===== src/rtl/serial_word_deser_pkg.sv =====
// Shared types for the serial word deserializer.
// State encoding and counter sizing helper.
package serial_word_deser_pkg;

  typedef enum logic [1:0] {
    IDLE,
    DATA,
    PARITY,
    HOLD
  } deser_state_t;

  localparam int DEF_WIDTH = 8;

  function automatic int cnt_width(input int w);
    return $clog2(w);
  endfunction

endpackage


===== src/rtl/serial_word_deser_shift_reg_lsb.sv =====
// LSB-first shift-in register: new bits enter at the MSB.
// After WIDTH shifts the first bit received sits in bit 0.
module shift_reg_lsb
  import serial_word_deser_pkg::*;
#(
  parameter int WIDTH = DEF_WIDTH
) (
  input  logic             clk,
  input  logic             clr_n,
  input  logic             en,
  input  logic             din,
  output logic [WIDTH-1:0] q,
  output logic [WIDTH-1:0] nxt
);

  assign nxt = {din, q[WIDTH-1:1]};

  always_ff @(posedge clk) begin
    if (!clr_n) begin
      q <= '0;
    end else if (en) begin
      q <= nxt;
    end
  end

endmodule


===== src/rtl/serial_word_deser.sv =====
// Serial-to-parallel word receiver with valid/ready output.
// Even parity bit enabled by SERIAL_WORD_DESER_PARITY_EN.
module serial_word_deser
  import serial_word_deser_pkg::*;
#(
  parameter int WIDTH = DEF_WIDTH
) (
  input  logic             clk,
  input  logic             reset_n,
  input  logic             sin_en,
  input  logic             sin,
  output logic [WIDTH-1:0] out_data,
  output logic             out_valid,
  input  logic             out_ready,
  output logic             parity_err,
  output logic             overrun
);

  localparam int CW = cnt_width(WIDTH);

  deser_state_t state, state_nx;
  logic [CW-1:0] cnt, cnt_nx;
  logic [WIDTH-1:0] shreg, shnxt, word;
  logic shift_en, start, load, take, lost;
  logic last, sr_clr_n;

  assign last     = cnt == CW'(WIDTH - 1);
  assign sr_clr_n = reset_n & ~start;

  shift_reg_lsb #(.WIDTH(WIDTH)) u_sr (
    .clk   (clk),
    .clr_n (sr_clr_n),
    .en    (shift_en),
    .din   (sin),
    .q     (shreg),
    .nxt   (shnxt)
  );

  always_comb begin
    state_nx = state;
    cnt_nx   = cnt;
    shift_en = 1'b0;
    start    = 1'b0;
    load     = 1'b0;
    take     = 1'b0;
    lost     = 1'b0;
    unique case (state)
      IDLE: begin
        if (sin_en && !sin) begin
          start    = 1'b1;
          cnt_nx   = '0;
          state_nx = DATA;
        end
      end
      DATA: begin
        if (sin_en) begin
          shift_en = 1'b1;
          cnt_nx   = cnt + CW'(1);
          if (last) begin
`ifdef SERIAL_WORD_DESER_PARITY_EN
            state_nx = PARITY;
`else
            load     = 1'b1;
            state_nx = HOLD;
`endif
          end
        end
      end
      PARITY: begin
        if (sin_en) begin
          load     = 1'b1;
          state_nx = HOLD;
        end
      end
      HOLD: begin
        if (out_ready) begin
          take = 1'b1;
          // A start strobe alongside the transfer begins the next frame.
          if (sin_en && !sin) begin
            start    = 1'b1;
            cnt_nx   = '0;
            state_nx = DATA;
          end else begin
            state_nx = IDLE;
          end
        end else if (sin_en && !sin) begin
          lost = 1'b1;
        end
      end
      default: state_nx = IDLE;
    endcase
  end

`ifdef SERIAL_WORD_DESER_PARITY_EN
  logic unused_shnxt;
  assign unused_shnxt = ^shnxt;
  assign word = shreg;

  always_ff @(posedge clk) begin
    if (!reset_n) begin
      parity_err <= 1'b0;
    end else if (load) begin
      parity_err <= (^shreg) ^ sin;
    end
  end
`else
  // Last data bit is loaded on the same edge it is shifted in.
  assign word       = shnxt;
  assign parity_err = 1'b0;
`endif

  always_ff @(posedge clk) begin
    if (!reset_n) begin
      state     <= IDLE;
      cnt       <= '0;
      out_data  <= '0;
      out_valid <= 1'b0;
      overrun   <= 1'b0;
    end else begin
      state <= state_nx;
      cnt   <= cnt_nx;
      if (load) begin
        out_data  <= word;
        out_valid <= 1'b1;
      end else if (take) begin
        out_valid <= 1'b0;
      end
      if (lost) begin
        overrun <= 1'b1;
      end
    end
  end

endmodule

===== config.mk =====
export PLATFORM = sky130hd
export DESIGN_NAME = serial_word_deser
export DESIGN_NICKNAME = d
export VERILOG_FILES = /design/src/rtl/serial_word_deser_pkg.sv /design/src/rtl/serial_word_deser_shift_reg_lsb.sv /design/src/rtl/serial_word_deser.sv
export SDC_FILE = /design/constraint.sdc
export NUM_CORES = 1
export LEC_CHECK = 0
export CAP_MARGIN = 20
export CORE_ASPECT_RATIO = 1.4
export CORE_MARGIN = 8
export CORE_UTILIZATION = 50
export DETAILED_ROUTE_END_ITERATION = 12
export PLACE_DENSITY_LB_ADDON = 0.3
export SYNTH_ARGS = -nofsm -noshare
export SYNTH_HDL_FRONTEND = slang
export SYNTH_SLANG_ARGS = --single-unit

===== constraint.sdc =====
create_clock -name clk -period 4.7 [get_ports clk]
set_clock_uncertainty 0.1 [all_clocks]
set_input_delay 0.94 -clock clk [delete_from_list [all_inputs] [get_ports clk]]
set_output_delay 0.94 -clock clk [all_outputs]
set_load 0.005 [all_outputs]

==> key figures <==
Status
  – Status: finished, final reports clean

Critical path
  – Worst Setup End Kind: flip-flop
  – FF-to-FF Start: state[1]
  – Worst Path Required: 4.79 ns
  – Delay of the slowest cell on the worst path: 0.79 ns
  – Crit Path Category: in2reg
  – Flop-to-flop setup slack: 2.81 ns
  – Family with the most delay on the worst path: buffers and inverters
  – Buf/Inv on CP: 1
  – Critical R2R Capture: out_data[4]
  – Crit path launch type: input pin
  – R2R depth: 5
  – CP max FO: 16
  – CP max-delay cell: clkdlybuf4s50_1
  – WP data arrival: 2.36 ns
  – Critical Path, Cell by Cell: clkdlybuf4s50_1 -> nand2b_1 -> o31ai_4 -> a21oi_1

Power
  – Final Power: 0.000451 W
  – P_leak: 0.460 nW
  – Pwr per Cell Area: 358 nW/um2
  – Maximum VDD drop: 0.249 mV

Global route
  – GRT Overall Usage: 11.5%
  – Overflow after GRT: 0
  – Initial antenna violation count: 0
  – Global-route wire length before repair: 3910 um
  – Largest net degree at the start of global routing: 19
  – Vias in the first global route: 929

Clock network
  – # Post-CTS Setup Buffers: 0
  – Hold Buf Count CTS: 0
  – H-tree depth: 1
  – TritonCTS clock tree: done
  – Clock edge transition at the registers on the reported setup and hold paths: 0.12 ns
  – Clock sink count: 22
  – Clock tree root driver cell: clkbuf_4
  – Clk Latency, worst-skew pair: 0.31 ns
  – Clock Path Buffers: 2
  – Num CTS Buffers: 3
  – Post_cts resized: 0

Final layout
  – Layout cells sized above 1: 5.97%
  – Fillers: 187
  – Multi-input gate area: 608 um2
  – Commonest non-fill, non-tap cell in the layout: dfxtp_1
  – Sequential cell area: 440 um2
  – Most frequent cells in the layout: dfxtp_1, nand3_1, clkdlybuf4s50_1, nand2_1
  – Antenna diode count: 0
  – # nets final: 148
  – Area Overhead vs Synth: 14.8%
  – Finished Layout Cells: 156
  – Design Area, Final: 1260 um2

Timing
  – Max-slew headroom: 58.8%
  – Period minus WS final: 2.27 ns
  – Final period util: 48.2%
  – Final hold vios: 0
  – Setup violations, final: 0
  – Setup TNS after final layout: 0 ns
  – Fmax: 0.441 GHz
  – RSZ-0062 raised after global routing: false
  – Slew Limit Fails: 0
  – Hold_ws: 0.381 ns
  – Worst slew pin tran: 0.616 ns

Routing
  – Vias: 929
  – DR DRC count: 0
  – Routed WL per cell: 14.1 um
  – 1st-pass router iterations: 4
  – DR iter-0 viols: 26
  – Via density: 5.96
  – Post-DRT Antenna Nets: 0
  – Total wire length: 2190 um

Floorplan
  – Core ar.: 2130 um2
  – Die X: 55.6 um
  – Vert. Die Dim: 71.4 um
  – Rows: 20
  – Starting Density: 51.6%
  – I/O pins: 16
  – Die Area: 3970 um2

Flow run
  – MaxCap Viol Count: 0

Synthesis
  – Cells after Synth: 123
  – Mapped cell area: 1100 um2
  – Synth Register Bits: 22
  – Ys Warns: 0
  – Synth Net Count: 136
  – Seq/Total Area, Yosys: 40.1%
  – Mean Syn Cell Area: 8.92 um2
  – Post-synth cell types: 30

Min path
  – Hold Path Class: reg2reg
  – Hold path start: out_data[1]
  – Hold Path Sink: out_data[1]
  – Worst Hold Depth: 2

Place
  – I/O Buffers: 14
  – Placed cells: 152
  – Dpl cell area: 1220 um2
  – RePlAce Congestion: 0.769
  – Post-DP HPWL: 1700 um
-- worst reg2reg max path: stages (launching register included) --
cell and delay (ns):
dfxtp_1 0.43, inv_1 0.10, ha_1 0.36, a21oi_1 0.52, o21ai_0 0.17, a21boi_1 0.15
-- metal layers --
metal,vias up,global-route usage [%],routed length [um]
met1,438,12.2,889
li1,457,-,-
met4,0,6.04,65
met2,25,20.4,1160
met5,-,0,0
met3,9,2.65,76
-- worst max path at each step --
stage	endpoint	cells past startpoint	slack (ns)	start
after CTS	u_sr.q[6]	4	2.44	sin_en
after global placement	u_sr.q[7]	4	2.15	sin_en
final	u_sr.q[6]	4	2.43	sin_en
after floorplan	state[0]	4	2.98	reset_n
after global routing	out_data[0]	4	2.26	sin_en
after detailed placement	u_sr.q[6]	4	2.12	sin_en
-- registers in the layout (all words and copies together), names as in the netlist --
| register | count |
|---|---|
| u_sr.q | 7 |
| cnt | 3 |
| out_valid | 1 |
| state | 2 |
| out_data | 8 |
| overrun | 1 |
-- through the flow --
step	util, %	setup WS [ns]
finish	59.2	2.43
global route	59.2	2.26
CTS	59.2	2.44
detailed placement	57.5	2.12
global placement	57.5	2.15
floorplan	-	2.98
-- where the power goes --
group	switching (W)	total, W	leakage [nW]	internal, W
registers	0.00000973	0.000206	0.178	0.000196
clock network	0.0000552	0.000102	0.0210	0.0000473
logic	0.0000929	0.000143	0.261	0.0000502
-- cell type report --
type,count,area share [%]
tap,22,2.18
clock buffer,4,2.88
timing repair buffer,14,11.1
sequential,22,35.0
inverter,2,0.596
multi-input combinational,92,48.3
-- Yosys cell counts --
cell type	instances	share of area (%)
dfxtp_1	22	40
nand3_1	15	6.8
nand2_1	13	4.4
a21boi_1	9	6.2
a21oi_1	9	4.1
ha_1	8	9.1
o21ai_0	8	3.6
nor2b_1	4	2.3
o31ai_1	4	2.7
buf_4	3	2.1
nand2b_1	3	1.7
a21boi_0	2	1.4
buf_2	2	0.91
inv_1	2	0.68
mux2i_1	2	1.8
nand4_1	2	1.1
nor2_1	2	0.68
a21bo_2	1	0.91
a21o_1	1	0.68
a22oi_1	1	0.68
and2_1	1	0.57
and3b_1	1	0.80
clkbuf_1	1	0.34
clkbuf_2	1	0.46
conb_1	1	0.34
nand2_2	1	0.57
nand4b_1	1	0.80
o2111ai_2	1	1.4
o21a_1	1	0.68
o31ai_4	1	1.9
-- cell families after synthesis --
| kind of cell | after synthesis | share of synthesized area (%) |
|---|---|---|
| AO/OA/AOI/OAI | 38 | 24.3 |
| AND/OR/NAND/NOR | 43 | 19.8 |
| other | 1 | 0.342 |
| adder cells (fa/ha/maj) | 8 | 9.12 |
| buffers and inverters | 9 | 4.45 |
| multiplexers | 2 | 1.82 |
| flip-flops | 22 | 40.1 |
No activity file was read; power rests on OpenSTA's default activity.
